==> src/rtl/delay_meter_pkg.sv <==
// Shared types and defaults for the delay meter.
// Holds the FSM state encoding and default parameters.
package delay_meter_pkg;

  typedef enum logic [1:0] {
    IDLE  = 2'd0,
    ARMED = 2'd1,
    COUNT = 2'd2,
    HOLD  = 2'd3
  } state_e;

  localparam int DEF_CNT_W       = 16;
  localparam int DEF_TIMEOUT     = 1000;
  localparam int DEF_SYNC_STAGES = 2;

endpackage

==> src/rtl/delay_meter_edge_sync.sv <==
// Multi-flop synchronizer with a trailing edge-detect flop.
// Both measured inputs use this, so their latency cancels.
module edge_sync
  import delay_meter_pkg::*;
#(
  parameter int STAGES = DEF_SYNC_STAGES
) (
  input  logic clk,
  input  logic rst_n,
  input  logic d_i,
  output logic level_o,
  output logic rise_o,
  output logic any_edge_o
);

  logic [STAGES-1:0] sync_q;
  logic              prev_q;

  always_ff @(posedge clk) begin
    if (!rst_n) begin
      sync_q <= '0;
      prev_q <= 1'b0;
    end else begin
      sync_q <= {sync_q[STAGES-2:0], d_i};
      prev_q <= sync_q[STAGES-1];
    end
  end

  assign level_o    = sync_q[STAGES-1];
  assign rise_o     = sync_q[STAGES-1] & ~prev_q;
  assign any_edge_o = sync_q[STAGES-1] ^ prev_q;

endmodule

==> src/rtl/delay_meter.sv <==
// Measures clk cycles between a start rising edge and a stop edge.
// Result is held with a valid/ready handshake until consumed.
module delay_meter
  import delay_meter_pkg::*;
#(
  parameter int CNT_W       = DEF_CNT_W,
  parameter int TIMEOUT     = DEF_TIMEOUT,
  parameter int SYNC_STAGES = DEF_SYNC_STAGES
) (
  input  logic             clk,
  input  logic             rst_n,
  input  logic             arm_i,
  input  logic             expect_i,
  input  logic             start_i,
  input  logic             stop_i,
  output logic             busy_o,
  output logic             res_valid_o,
  input  logic             res_ready_i,
  output logic [CNT_W-1:0] res_cnt_o,
  output logic             res_timeout_o,
  output logic             res_mismatch_o
);

  localparam logic [CNT_W-1:0] TO_C = CNT_W'(TIMEOUT);

  logic start_lvl, start_rise, start_any;
  logic stop_lvl, stop_rise, stop_any;
  logic unused_sig;

  edge_sync #(.STAGES(SYNC_STAGES)) u_start (
    .clk        (clk),
    .rst_n      (rst_n),
    .d_i        (start_i),
    .level_o    (start_lvl),
    .rise_o     (start_rise),
    .any_edge_o (start_any)
  );

  edge_sync #(.STAGES(SYNC_STAGES)) u_stop (
    .clk        (clk),
    .rst_n      (rst_n),
    .d_i        (stop_i),
    .level_o    (stop_lvl),
    .rise_o     (stop_rise),
    .any_edge_o (stop_any)
  );

  assign unused_sig = ^{start_lvl, start_any, stop_rise};

  state_e           state_q;
  logic             busy_q;
  logic             valid_q;
  logic             exp_q;
  logic [CNT_W-1:0] cnt_q;
  logic [CNT_W-1:0] cnt_inc;
  logic [CNT_W-1:0] res_cnt_q;
  logic             res_to_q;
  logic             res_mm_q;

  assign cnt_inc = cnt_q + CNT_W'(1);

  always_ff @(posedge clk) begin
    if (!rst_n) begin
      state_q   <= IDLE;
      busy_q    <= 1'b0;
      valid_q   <= 1'b0;
      exp_q     <= 1'b0;
      cnt_q     <= '0;
      res_cnt_q <= '0;
      res_to_q  <= 1'b0;
      res_mm_q  <= 1'b0;
    end else begin
      unique case (state_q)
        IDLE: begin
          if (arm_i) begin
            state_q <= ARMED;
            busy_q  <= 1'b1;
            exp_q   <= expect_i;
            cnt_q   <= '0;
          end
        end
        ARMED: begin
          // Stop edges alone are ignored until a start edge arrives
          if (start_rise && stop_any) begin
            state_q   <= HOLD;
            valid_q   <= 1'b1;
            res_cnt_q <= '0;
            res_to_q  <= 1'b0;
            res_mm_q  <= stop_lvl ^ exp_q;
          end else if (start_rise) begin
            state_q <= COUNT;
            cnt_q   <= '0;
          end
        end
        COUNT: begin
          if (stop_any) begin
            state_q   <= HOLD;
            valid_q   <= 1'b1;
            res_cnt_q <= cnt_inc;
            res_to_q  <= 1'b0;
            res_mm_q  <= stop_lvl ^ exp_q;
          end else if (cnt_inc == TO_C) begin
            state_q   <= HOLD;
            valid_q   <= 1'b1;
            res_cnt_q <= TO_C;
            res_to_q  <= 1'b1;
            res_mm_q  <= 1'b0;
          end else begin
            cnt_q <= cnt_inc;
          end
        end
        HOLD: begin
          if (res_ready_i) begin
            state_q <= IDLE;
            valid_q <= 1'b0;
            busy_q  <= 1'b0;
          end
        end
        default: begin
          state_q <= IDLE;
          busy_q  <= 1'b0;
          valid_q <= 1'b0;
        end
      endcase
    end
  end

  assign busy_o         = busy_q;
  assign res_valid_o    = valid_q;
  assign res_cnt_o      = res_cnt_q;
  assign res_timeout_o  = res_to_q;
  assign res_mismatch_o = res_mm_q;

endmodule

==> config.mk <==
export PLATFORM = sky130hd
export DESIGN_NAME = delay_meter
export DESIGN_NICKNAME = d
export VERILOG_FILES = /design/src/rtl/delay_meter_pkg.sv /design/src/rtl/delay_meter_edge_sync.sv /design/src/rtl/delay_meter.sv
export SDC_FILE = /design/constraint.sdc
export NUM_CORES = 1
export LEC_CHECK = 0
export BUFFER_PORTS_ARGS = -buffer_cell sky130_fd_sc_hd__buf_2
export CAP_MARGIN = 15
export CELL_PAD_IN_SITES_DETAIL_PLACEMENT = 0
export CELL_PAD_IN_SITES_GLOBAL_PLACEMENT = 1
export CORE_MARGIN = 8
export CORE_UTILIZATION = 40
export CTS_CLUSTER_DIAMETER = 120
export CTS_CLUSTER_SIZE = 25
export DETAILED_ROUTE_END_ITERATION = 7
export PLACE_DENSITY = 0.73
export SLEW_MARGIN = 5
export SYNTH_ARGS = -nofsm -noshare
export SYNTH_HDL_FRONTEND = slang
export SYNTH_SLANG_ARGS = --single-unit
==> constraint.sdc <==
create_clock -name clk -period 3 [get_ports clk]
set_clock_uncertainty 0.1 [all_clocks]
set_input_delay 0.6 -clock clk [delete_from_list [all_inputs] [get_ports clk]]
set_output_delay 0.6 -clock clk [all_outputs]
set_load 0.05 [all_outputs]
Word level (Yosys, flattened, before mapping)
Cells that the tools add are included.

Muxes and demuxes: 31. Eq/ne operators: 13. Reduce and logical (&&, ||, !) cells: 12. $add $sub $neg: 1. Bitwise logic cells: 4.

Operator list (number): $mux 16 (8); $pmux 16 s3 (1); $pmux 16 s2 (1); $add 16x1->16 const B (1); $eq 16x10->1 const B (1); $ne 2x2->1 const B (7); $mux 2 (6); $mux 1 (10); $pmux 2 s4 (1); $reduce_and 4->1 (2); $ne 3x3->1 const B (2); $pmux 1 s2 (3); $reduce_and 3->1 (2); $reduce_and 6->1 (1); $reduce_bool 3->1 (2); $eq 2x2->1 const B (2); $reduce_bool 2->1 (2); $pmux 1 s3 (1); $eq 2x1->1 const B (1); $logic_not 2->1 (1); $reduce_and 2->1 (1); $xor 1x1->1 (2); $and 1x1->1 (1); $logic_and 1x1->1 (1); $not 1->1 (1).

Bits in registers: 45. Input port bits: 7.

Longest topological paths before layout
Word-level depth: 5. Gate-level depth with buffers: 11.

Modules after synthesis
From an unflattened synthesis, not the netlist that was laid out.

Cell total of the unflattened synthesis: 281. Area, all modules: 2399.8 µm².

Modules (own cells, without submodules): delay_meter (sequential area each 780.7 µm², cells each 263, instances 1, area an instance 2202.1 µm²); edge_sync (sequential area each 60.1 µm², cells each 9, instances 2, area an instance 98.8 µm²).

Worst setup path after synthesis
Ideal clock, no wire load.

Path kind: flip-flop to flip-flop. Start point: register cnt_q[0]. End point: register res_cnt_q[1], in the netlist res_cnt_o[1]. Setup time: 133 ps. Cell stages (with the launch flop): 12. Data required time: 2767 ps. Slack: 254 ps. Arrival: 2513 ps. Cell sequence: dfxtp_1 > ha_1 > nand3_4 > or4_1 > buf_2 > mux2i_4 > nor4b_4 > a31oi_1 > buf_2 > buf_4 > nand3_1 > o31ai_1.

Longest elaborated chain between the ends: 4.

RTL lines: from (decl) (line delay_meter.sv:54) `logic [CNT_W-1:0] cnt_q;`; from (signal assigned) (line delay_meter.sv:109) `cnt_q <= cnt_inc;`; $add 16x1->16 * (line delay_meter.sv:60) `assign cnt_inc = cnt_q + CNT_W'(1);`; $eq 16x10->1 (line delay_meter.sv:102) `end else if (cnt_inc == TO_C) begin`; $ne 3x3->1 (no line); $reduce_and 3->1 (no line); to (signal assigned) (line delay_meter.sv:99) `res_cnt_q <= cnt_inc;`; to (decl) (line delay_meter.sv:56) `logic [CNT_W-1:0] res_cnt_q;`.

Mark *: on every way between the ends. The rest lies on a longest branch, timed or not. A chain may end at the register's enable or synchronous reset.

Worst setup path in the final report
Start point: register cnt_q[1]. End point: register res_cnt_q[12], in the netlist res_cnt_o[12].

Same word-level chain as after synthesis.

==> results.sh <==
export IMPL_post_place_ws_ns=0.0625
export IMPL_grt_max_degree=28
export IMPL_timing_final_crit_share=0.947
export IMPL_power_density_nw_per_um2=596
export IMPL_cts_htree_levels=2
export IMPL_p_leak_nw=1.02
export IMPL_synth_top_area_cell="dfxtp_1"
export IMPL_maxSlewHeadroom=0.675
export IMPL_cts_clk_slew_worst_paths_ns=0.09
export IMPL_vias_per_cell=5.34
export IMPL_cp_top_family="simple AND/OR/NAND/NOR gates"
export IMPL_syn_area_um2=2360
export IMPL_setup_tns_ns=0
export IMPL_synthCells=274
export IMPL_stdcell_count=380
export IMPL_numCtsBuffers=5
export IMPL_cts_sinks=45
export IMPL_clk_path_buf_depth=2
export IMPL_worst_ep_required_time_ns=3.11
export IMPL_yosysWarnings=0
export IMPL_status="finished clean"
export IMPL_crit_slowest_cell="or4_4"
export IMPL_end_kind="flop"
export IMPL_io_buffers=26
export IMPL_cts_root_buffer="clkbuf_8"
export IMPL_synth_fp_nets=288
export IMPL_cap_violations=0
export IMPL_cts_hold_buf=0
export IMPL_grt_pass1_wl_um=9720
export IMPL_nFillCells=619
export IMPL_crit_fanout=18
export IMPL_ant_nets=0
export IMPL_drive_gt1_frac=0.200
export IMPL_crit_chain="ha_4, nand3_4, or4_4, mux2i_4, nor4b_4, a31oi_2, buf_4, o31ai_1"
export IMPL_die_h_um=92.9
export IMPL_final_cell_area_um2=2760
export IMPL_critPathLaunchType="flop"
export IMPL_drv_slew=0
export IMPL_nNetsFinal=318
export IMPL_first_pass_iters=5
export IMPL_ioPinCount=27
export IMPL_yosysUniqueCellTypes=48
export IMPL_drt_total_wl_um=5630
export IMPL_cp_arrival_ns=2.95
export IMPL_worst_slack_ns=0.160
export IMPL_grt_pass1_vias=2034
export IMPL_gp_congestion=0.801
export IMPL_cts_tree="done"
export IMPL_grt_total_usage=0.137
export IMPL_rows=28
export IMPL_critPathMaxStageDelay_ns=0.55
export IMPL_hold_class="flop to flop"
export IMPL_synth_area_leaders="dfxtp_1 38%, o31ai_1 5.1%, nand3_1 4.7%"
export IMPL_wl_per_cell_um=14.8
export IMPL_power_w=0.00165
export IMPL_drc=0
export IMPL_worst_pin_slew_ns=0.485
export IMPL_drt_initial_drc_count=84
export IMPL_yosysTopAreaCellShare=0.381
export IMPL_die_x_um=92.9
export IMPL_async_reset_ff_frac=0
export IMPL_synth_common_cells="45 x dfxtp_1, 22 x nand3_1, 16 x a21oi_1, 16 x o31ai_1, 14 x inv_1"
export IMPL_ys_seq_area_frac=0.381
export IMPL_synth_most_common_cell="dfxtp_1"
export IMPL_setup_viol=0
export IMPL_avgSynthCellArea_um2=8.63
export IMPL_dpl_cell_area_um2=2620
export IMPL_vias=2028
export IMPL_min_period_ns=2.84
export IMPL_max_freq_mhz=352
export IMPL_antenna_found_initial=0
export IMPL_antenna_cells=0
export IMPL_final_hold_viol_count=0
export IMPL_ir_worst_vdd_uv=339
export IMPL_synth_ff_type="dfxtp_1"
export IMPL_overflow=0
export IMPL_area_growth_syn_to_layout_pct=16.7
export IMPL_insertion_delay_ns=0.30
export IMPL_dp_cells=371
export IMPL_crit_type="flop to flop"
export IMPL_start_util=0.407
export IMPL_coreArea_um2=5820
export IMPL_ys_seq_elements=45
export IMPL_synth_edf_count=0
export IMPL_critPathBufInv=1
export IMPL_place_hpwl_um=4060
export IMPL_die_area_um2=8630
## what timing repair did
action                                  4_1_cts  5_1_grt
gates resized for setup                       0        3
setup buffers                                 0        1
endpoints found under the setup margin        0       20
## through the flow
| stage | utilization | hold slack [ns] |
|---|---|---|
| after global placement | 0.450 | 0.317 |
| after global routing | 0.475 | 0.351 |
| after detailed placement | 0.450 | 0.323 |
| after CTS | 0.471 | 0.346 |
| after floorplan | - | 0.312 |
| final | 0.475 | 0.341 |
## area by class of cell
| type | instances | area (um2) | area share |
|---|---|---|---|
| multi-input combinational | 194 | 1330 | 0.481 |
| sequential | 45 | 901 | 0.326 |
| timing repair buffer | 44 | 265 | 0.0961 |
| tap | 75 | 93.8 | 0.0340 |
| clock buffer | 6 | 82.6 | 0.0299 |
| inverter | 14 | 52.6 | 0.0190 |
| clock inverter | 2 | 37.5 | 0.0136 |
## cell families after synthesis
group / after synthesis / synth area share
simple gates: 91 / 0.220
compound gates: 77 / 0.219
flops: 45 / 0.381
buf+inv: 35 / 0.0672
xor+xnor: 18 / 0.0667
fa+ha+maj: 7 / 0.0370
mux: 1 / 0.00952
## state kept, by name, summed over array words and instances (netlist names), 2 cells and up
| signal | cells |
|---|---|
| cnt_q | 16 |
| res_cnt_o | 16 |
| state_q | 2 |
| u_start.sync_q | 2 |
| u_stop.sync_q | 2 |
## final timing paths
kind	start	endpoint	slack, ns	depth (start not counted)
min reg2reg	u_start.sync_q[0]$_SDFF_PN0_	u_start.sync_q[1]$_SDFF_PN0_	0.34	1
max	cnt_q[1]$_SDFFE_PN0P_	res_cnt_o[12]$_SDFFE_PN0P_	0.16	8
max reg2reg	cnt_q[1]$_SDFFE_PN0P_	res_cnt_o[12]$_SDFFE_PN0P_	0.16	8
min	u_start.sync_q[0]$_SDFF_PN0_	u_start.sync_q[1]$_SDFF_PN0_	0.34	1
## power by group
part / leakage, nW / internal (W) / switching, W
clock network: 0.0574 / 0.000271 / 0.000218
registers: 0.364 / 0.000633 / 0.0000313
logic: 0.594 / 0.000169 / 0.000323
total: 1.02 / 0.00107 / 0.000573
## metal layers
layer | routed length (um) | GRT usage | share of wire
met3 | 242 | 0.0380 | 0.043
met1 | 2670 | 0.164 | 0.47
met2 | 2630 | 0.234 | 0.47
met4 | 82 | 0.0403 | 0.015
met5 | 0 | 0 | 0
## cells in the final DEF (no fill, tap or decap), types with 11 or more instances in the layout
cell type   n
xnor2_1    12
buf_2      26
buf_4      18
nand3_1    22
dfxtp_1    45
a21oi_1    16
o31ai_1    16
nand2_1    13
o21ai_0    12
and2_1     11
inv_1      14
nor2_1     12
Power figures use the tool's default switching activity.
